[src/rtl/time_of_day_counter.sv]
// Time-of-day clock: prescaled one-second advance of a 24-hour BCD time,
// with binary load, range-checked load errors and a 12/24-hour hour display.
module time_of_day_counter #(
    parameter int unsigned DIV_COUNT = 100000000,
    parameter int unsigned DIV_W     = 27
) (
    input  logic       clk,
    input  logic       reset,
    input  logic       enable,
    input  logic       mode_12h,
    input  logic       load,
    input  logic [4:0] load_hrs,
    input  logic [5:0] load_mins,
    input  logic [5:0] load_secs,
    output logic [3:0] sec_units,
    output logic [2:0] sec_tens,
    output logic [3:0] min_units,
    output logic [2:0] min_tens,
    output logic [3:0] hour_units,
    output logic [1:0] hour_tens,
    output logic       pm,
    output logic       tick,
    output logic       day_wrap,
    output logic       load_err
);

    localparam logic [DIV_W-1:0] PRESC_TERM = DIV_W'(DIV_COUNT - 1);
    localparam logic [DIV_W-1:0] PRESC_ONE  = DIV_W'(1);

    logic [DIV_W-1:0] presc;
    logic [3:0]       sec_u, min_u, hr_u;
    logic [2:0]       sec_t, min_t;
    logic [1:0]       hr_t;

    logic [3:0]       nxt_sec_u, nxt_min_u, nxt_hr_u;
    logic [2:0]       nxt_sec_t, nxt_min_t;
    logic [1:0]       nxt_hr_t;
    logic             day_end;

    logic             presc_last;
    logic             advance;
    logic             load_ok;

    logic [4:0]       hour_bin;
    logic [4:0]       hour_disp;

    assign presc_last = (presc == PRESC_TERM);
    assign advance    = enable && !load && presc_last;
    assign load_ok    = (load_hrs <= 5'd23) && (load_mins <= 6'd59) && (load_secs <= 6'd59);

    // One-second increment with full ripple; 23:59:59 goes straight to 00:00:00.
    always_comb begin
        nxt_sec_u = sec_u;
        nxt_sec_t = sec_t;
        nxt_min_u = min_u;
        nxt_min_t = min_t;
        nxt_hr_u  = hr_u;
        nxt_hr_t  = hr_t;
        day_end   = 1'b0;
        if (sec_u != 4'd9) begin
            nxt_sec_u = sec_u + 4'd1;
        end else begin
            nxt_sec_u = 4'd0;
            if (sec_t != 3'd5) begin
                nxt_sec_t = sec_t + 3'd1;
            end else begin
                nxt_sec_t = 3'd0;
                if (min_u != 4'd9) begin
                    nxt_min_u = min_u + 4'd1;
                end else begin
                    nxt_min_u = 4'd0;
                    if (min_t != 3'd5) begin
                        nxt_min_t = min_t + 3'd1;
                    end else begin
                        nxt_min_t = 3'd0;
                        if (hr_t == 2'd2 && hr_u == 4'd3) begin
                            nxt_hr_t = 2'd0;
                            nxt_hr_u = 4'd0;
                            day_end  = 1'b1;
                        end else if (hr_u == 4'd9) begin
                            nxt_hr_u = 4'd0;
                            nxt_hr_t = hr_t + 2'd1;
                        end else begin
                            nxt_hr_u = hr_u + 4'd1;
                        end
                    end
                end
            end
        end
    end

    always_ff @(posedge clk or posedge reset) begin
        if (reset) begin
            presc    <= '0;
            sec_u    <= '0;
            sec_t    <= '0;
            min_u    <= '0;
            min_t    <= '0;
            hr_u     <= '0;
            hr_t     <= '0;
            tick     <= 1'b0;
            day_wrap <= 1'b0;
            load_err <= 1'b0;
        end else begin
            tick     <= 1'b0;
            day_wrap <= 1'b0;
            load_err <= 1'b0;
            // A load, good or bad, always pre-empts the advance on this edge.
            if (load) begin
                if (load_ok) begin
                    presc <= '0;
                    sec_u <= 4'(load_secs % 6'd10);
                    sec_t <= 3'(load_secs / 6'd10);
                    min_u <= 4'(load_mins % 6'd10);
                    min_t <= 3'(load_mins / 6'd10);
                    hr_u  <= 4'(load_hrs % 5'd10);
                    hr_t  <= 2'(load_hrs / 5'd10);
                end else begin
                    load_err <= 1'b1;
                end
            end else if (enable) begin
                presc <= presc_last ? '0 : presc + PRESC_ONE;
                if (advance) begin
                    sec_u    <= nxt_sec_u;
                    sec_t    <= nxt_sec_t;
                    min_u    <= nxt_min_u;
                    min_t    <= nxt_min_t;
                    hr_u     <= nxt_hr_u;
                    hr_t     <= nxt_hr_t;
                    tick     <= 1'b1;
                    day_wrap <= day_end;
                end
            end
        end
    end

    assign hour_bin = 5'(hr_t) * 5'd10 + 5'(hr_u);
    assign pm       = (hour_bin >= 5'd12);

    always_comb begin
        hour_disp = hour_bin;
        if (mode_12h) begin
            if (hour_bin == 5'd0) begin
                hour_disp = 5'd12;
            end else if (hour_bin > 5'd12) begin
                hour_disp = hour_bin - 5'd12;
            end
        end
    end

    assign sec_units  = sec_u;
    assign sec_tens   = sec_t;
    assign min_units  = min_u;
    assign min_tens   = min_t;
    assign hour_units = 4'(hour_disp % 5'd10);
    assign hour_tens  = 2'(hour_disp / 5'd10);

endmodule
[config.mk]
export PLATFORM = sky130hd
export DESIGN_NAME = time_of_day_counter
export DESIGN_NICKNAME = d
export VERILOG_FILES = /design/src/rtl/time_of_day_counter.sv
export SDC_FILE = /design/constraint.sdc
export NUM_CORES = 1
export LEC_CHECK = 0
export BUFFER_PORTS_ARGS = -buffer_cell sky130_fd_sc_hd__buf_2
export CAP_MARGIN = 40
export CORE_ASPECT_RATIO = 1.5
export CORE_MARGIN = 3
export CORE_UTILIZATION = 39
export DETAILED_ROUTE_END_ITERATION = 8
export PLACE_DENSITY = 0.55
export SLEW_MARGIN = 15
export SYNTH_ARGS = -nofsm -noshare
export SYNTH_HDL_FRONTEND = slang
export SYNTH_SLANG_ARGS = --single-unit
[constraint.sdc]
create_clock -name clk -period 4.8 [get_ports clk]
set_input_delay 0.48 -clock clk [delete_from_list [all_inputs] [get_ports clk]]
set_output_delay 0.48 -clock clk [all_outputs]
set_load 0.005 [all_outputs]
==> metrics.txt <==
Worst Clk Skew 10.65 ps; dpl hpwl 7343 um; clk buf depth 2; TritonCTS clock tree done; top cells by area, synth dfrtp_1 32%, o21ai_0 5.2%, ha_1 5.1%; sequential cell area fraction in the yosys report 31.87%; Peak VDD IR 0.3946 mV; vias in the first global route 3603; Final ANT Viol Nets 0; worst slew pin tran 668.9 ps; post-synthesis async set-or-reset flop share 100.0%; H-tree levels 2; Crit. End Element primary output; core area 9744 sq um; required time worst endpoint 4320 ps; share of cells above drive strength 1 22.08%; pwr/cell area 706.2 nW/um^2; hold buffer count at cts 0; first-iteration detailed-routing DRC count 199; antenna diode count 0; Crit Path Class flip-flop to primary output; syn avg cell area 8.029 sq um; fin nets 586; data arrival time of the critical path 4190 ps; Clk Latency, worst-skew pair 300 ps; root buf cell clkbuf_16; cell taking the most area after synthesis dfrtp_1; Final Hold Viols 0; reg-to-reg slack, setup 1880 ps; EDFF count, synth 0; Die ar. 11330 sq um; # rows 44; Leakage 2.024 nW; worst r2r src presc[17]; Setup TNS 0 ps; slew margin rel. 55.40%; Area Overhead vs Synth 18.48%; DR DRC count 0; CTS sink count 50; post-route minimum period 4668 ps; detailed-router iteration count before antenna repair 4; GP Congestion 0.8559; initial antenna violation count 0; Starting Density 40.29%; max capacitance violation total 0; critical path startpoint category flip-flop; f_max 0.2142 GHz; Routed wire per std cell 15.46 um; GRT overflow 0; Syn Nets 528; Chip Width 87.93 um; final slew viol count 0; final hold slack 366.9 ps; CTS buffer count 5; PortBufs 45; io pins 46; Gate Count Post-Synth 489; final setup violating endpoints 0; first-pass GRT wire length 17170 um; height of the chip 128.9 um; ys flop type dfrtp_1; via count 3823; Yosys cell types 80; Synthesis Warnings 0; gr usage total 18.62%; worst min path class input port to async pin; Reg-to-Reg End presc[17]; Reg clk slew, reported paths 80 ps; Final period util 97.25%; Vias/cell 5.766; R2R cell count 8; status complete, no violations; crit path max fanout 3; area share of the largest cell type after synthesis 31.87%; Syn Std Cell Area 3926 sq um; pin count of the biggest net entering global routing 51; Post-Route WL 10250 um; flops & latches, synth 50
==> metrics by stage <==
step                power (mW)  cell area (sq um)  setup WS [ps]  utilization (%)  std cells
floorplan                1.800               3926          61.49                -        489
global placement         2.264               4289          144.7            44.02        641
detailed placement       2.313               4289          34.91            44.02        641
CTS                      2.821               4502          29.11            46.20        653
global route             3.508               4652         -54.49            47.74        663
finish                   3.285               4652          131.9            47.74        663
==> where the power goes <==
group          internal (mW)  switching (mW)
registers              0.486          0.0803
logic                   1.17            1.13
clock network          0.247           0.174
==> timing repair <==
action	CTS	global route
endpoints found under the setup margin	2	2
buffers inserted	4	10
gates resized for setup	4	18
pin swaps	3	17
==> area by class of cell <==
| class | count | area, sq um |
|---|---|---|
| fillers | 940 | 5092 |
| multi-input cells | 396 | 2586 |
| flip-flops and latches | 50 | 1251 |
| repair buffers | 68 | 401.6 |
| well taps | 115 | 143.9 |
| clock buffers | 5 | 125.1 |
| inverters | 26 | 100.1 |
| clock inverters | 3 | 43.79 |
==> kinds of logic after synthesis <==
kind of cell	Yosys count	share of synthesized area (%)
fa+ha+maj	20	6.373
compound gates	156	25.94
mux	4	1.083
xor+xnor	13	3.091
buf+inv	43	4.366
simple gates	203	27.28
flops	50	31.87
==> worst max-delay path by stage <==
stage / start / slack [ps] / end / cells after the start
after floorplan: hr_t[0] / 60 / hour_units[1] / 19
after global placement: hr_u[1] / 140 / hour_units[1] / 20
after detailed placement: hr_u[1] / 30 / hour_units[1] / 20
after CTS: hr_u[1] / 30 / hour_units[1] / 21
after global routing: hr_u[1] / -50 / hour_units[1] / 21
final: hr_t[0] / 130 / hour_units[1] / 21
==> state kept, by name (all words and copies together) (netlist names) <==
| name | flops |
|---|---|
| presc | 27 |
| hr_u | 4 |
| min_units | 4 |
| sec_units | 4 |
| min_tens | 3 |
| sec_tens | 3 |
| hr_t | 2 |
| day_wrap | 1 |
| load_err | 1 |
| tick | 1 |
==> cell usage in the layout, fill, tap and decap left out, types with 9 or more instances in the layout <==
master / count
a21oi_1: 24
a31oi_1: 9
and3_1: 12
buf_2: 45
buf_4: 22
dfrtp_1: 50
ha_1: 12
inv_1: 21
nand2_1: 40
nand2b_1: 9
nand3_1: 29
nor2_1: 48
nor2b_1: 14
o21ai_0: 40
o21ai_1: 20
==> critical path: stages (launching register included) <==
cell      delay [ps]
dfrtp_1          360
ha_2             200
inv_2             40
fa_2             540
inv_1            100
ha_4             180
or2_4            250
a21oi_4          160
buf_6            120
a221oi_4          60
or2_4            270
inv_4             70
ha_4             140
nor3_4            50
nor2_2           190
xnor2_2          120
ha_2             190
a21oi_2          140
o21ai_1           90
a221o_2          370
xnor2_1          140
buf_2            120
==> routing by layer <==
| metal | GRT usage [%] | share of wire, % | up-vias |
|---|---|---|---|
| met5 | 0 | 0 | - |
| met4 | 5.691 | 1.8 | 0 |
| met3 | 2.434 | 2.9 | 16 |
| met2 | 34.81 | 55 | 74 |
| met1 | 21.50 | 40 | 1817 |
| li1 | - | - | 1916 |
==> cell usage after synthesis, types with 2 or more instances <==
library cell / instances
o221ai_1: 3
dfrtp_1: 50
mux2_2: 2
nor2b_1: 14
o2bb2ai_1: 2
and4_1: 4
xnor2_1: 9
o21ai_2: 2
o311ai_0: 2
inv_1: 24
nor2_1: 50
a21oi_1: 26
nand3_1: 29
buf_2: 2
maj3_1: 3
o32a_1: 2
a21o_1: 2
nand2_1: 40
a21oi_2: 3
nor3b_1: 3
nor3_1: 8
clkbuf_1: 14
o32ai_1: 2
mux2i_1: 2
inv_2: 2
and3_1: 12
o211ai_1: 3
o21ai_0: 41
a31oi_1: 9
o31ai_1: 8
o21ai_1: 19
a211oi_1: 8
xor2_1: 3
a221o_2: 2
nand4_1: 8
ha_1: 16
o22ai_1: 4
nand2b_1: 9
nor4_1: 6
No activity file was read; power rests on OpenSTA's default activity.
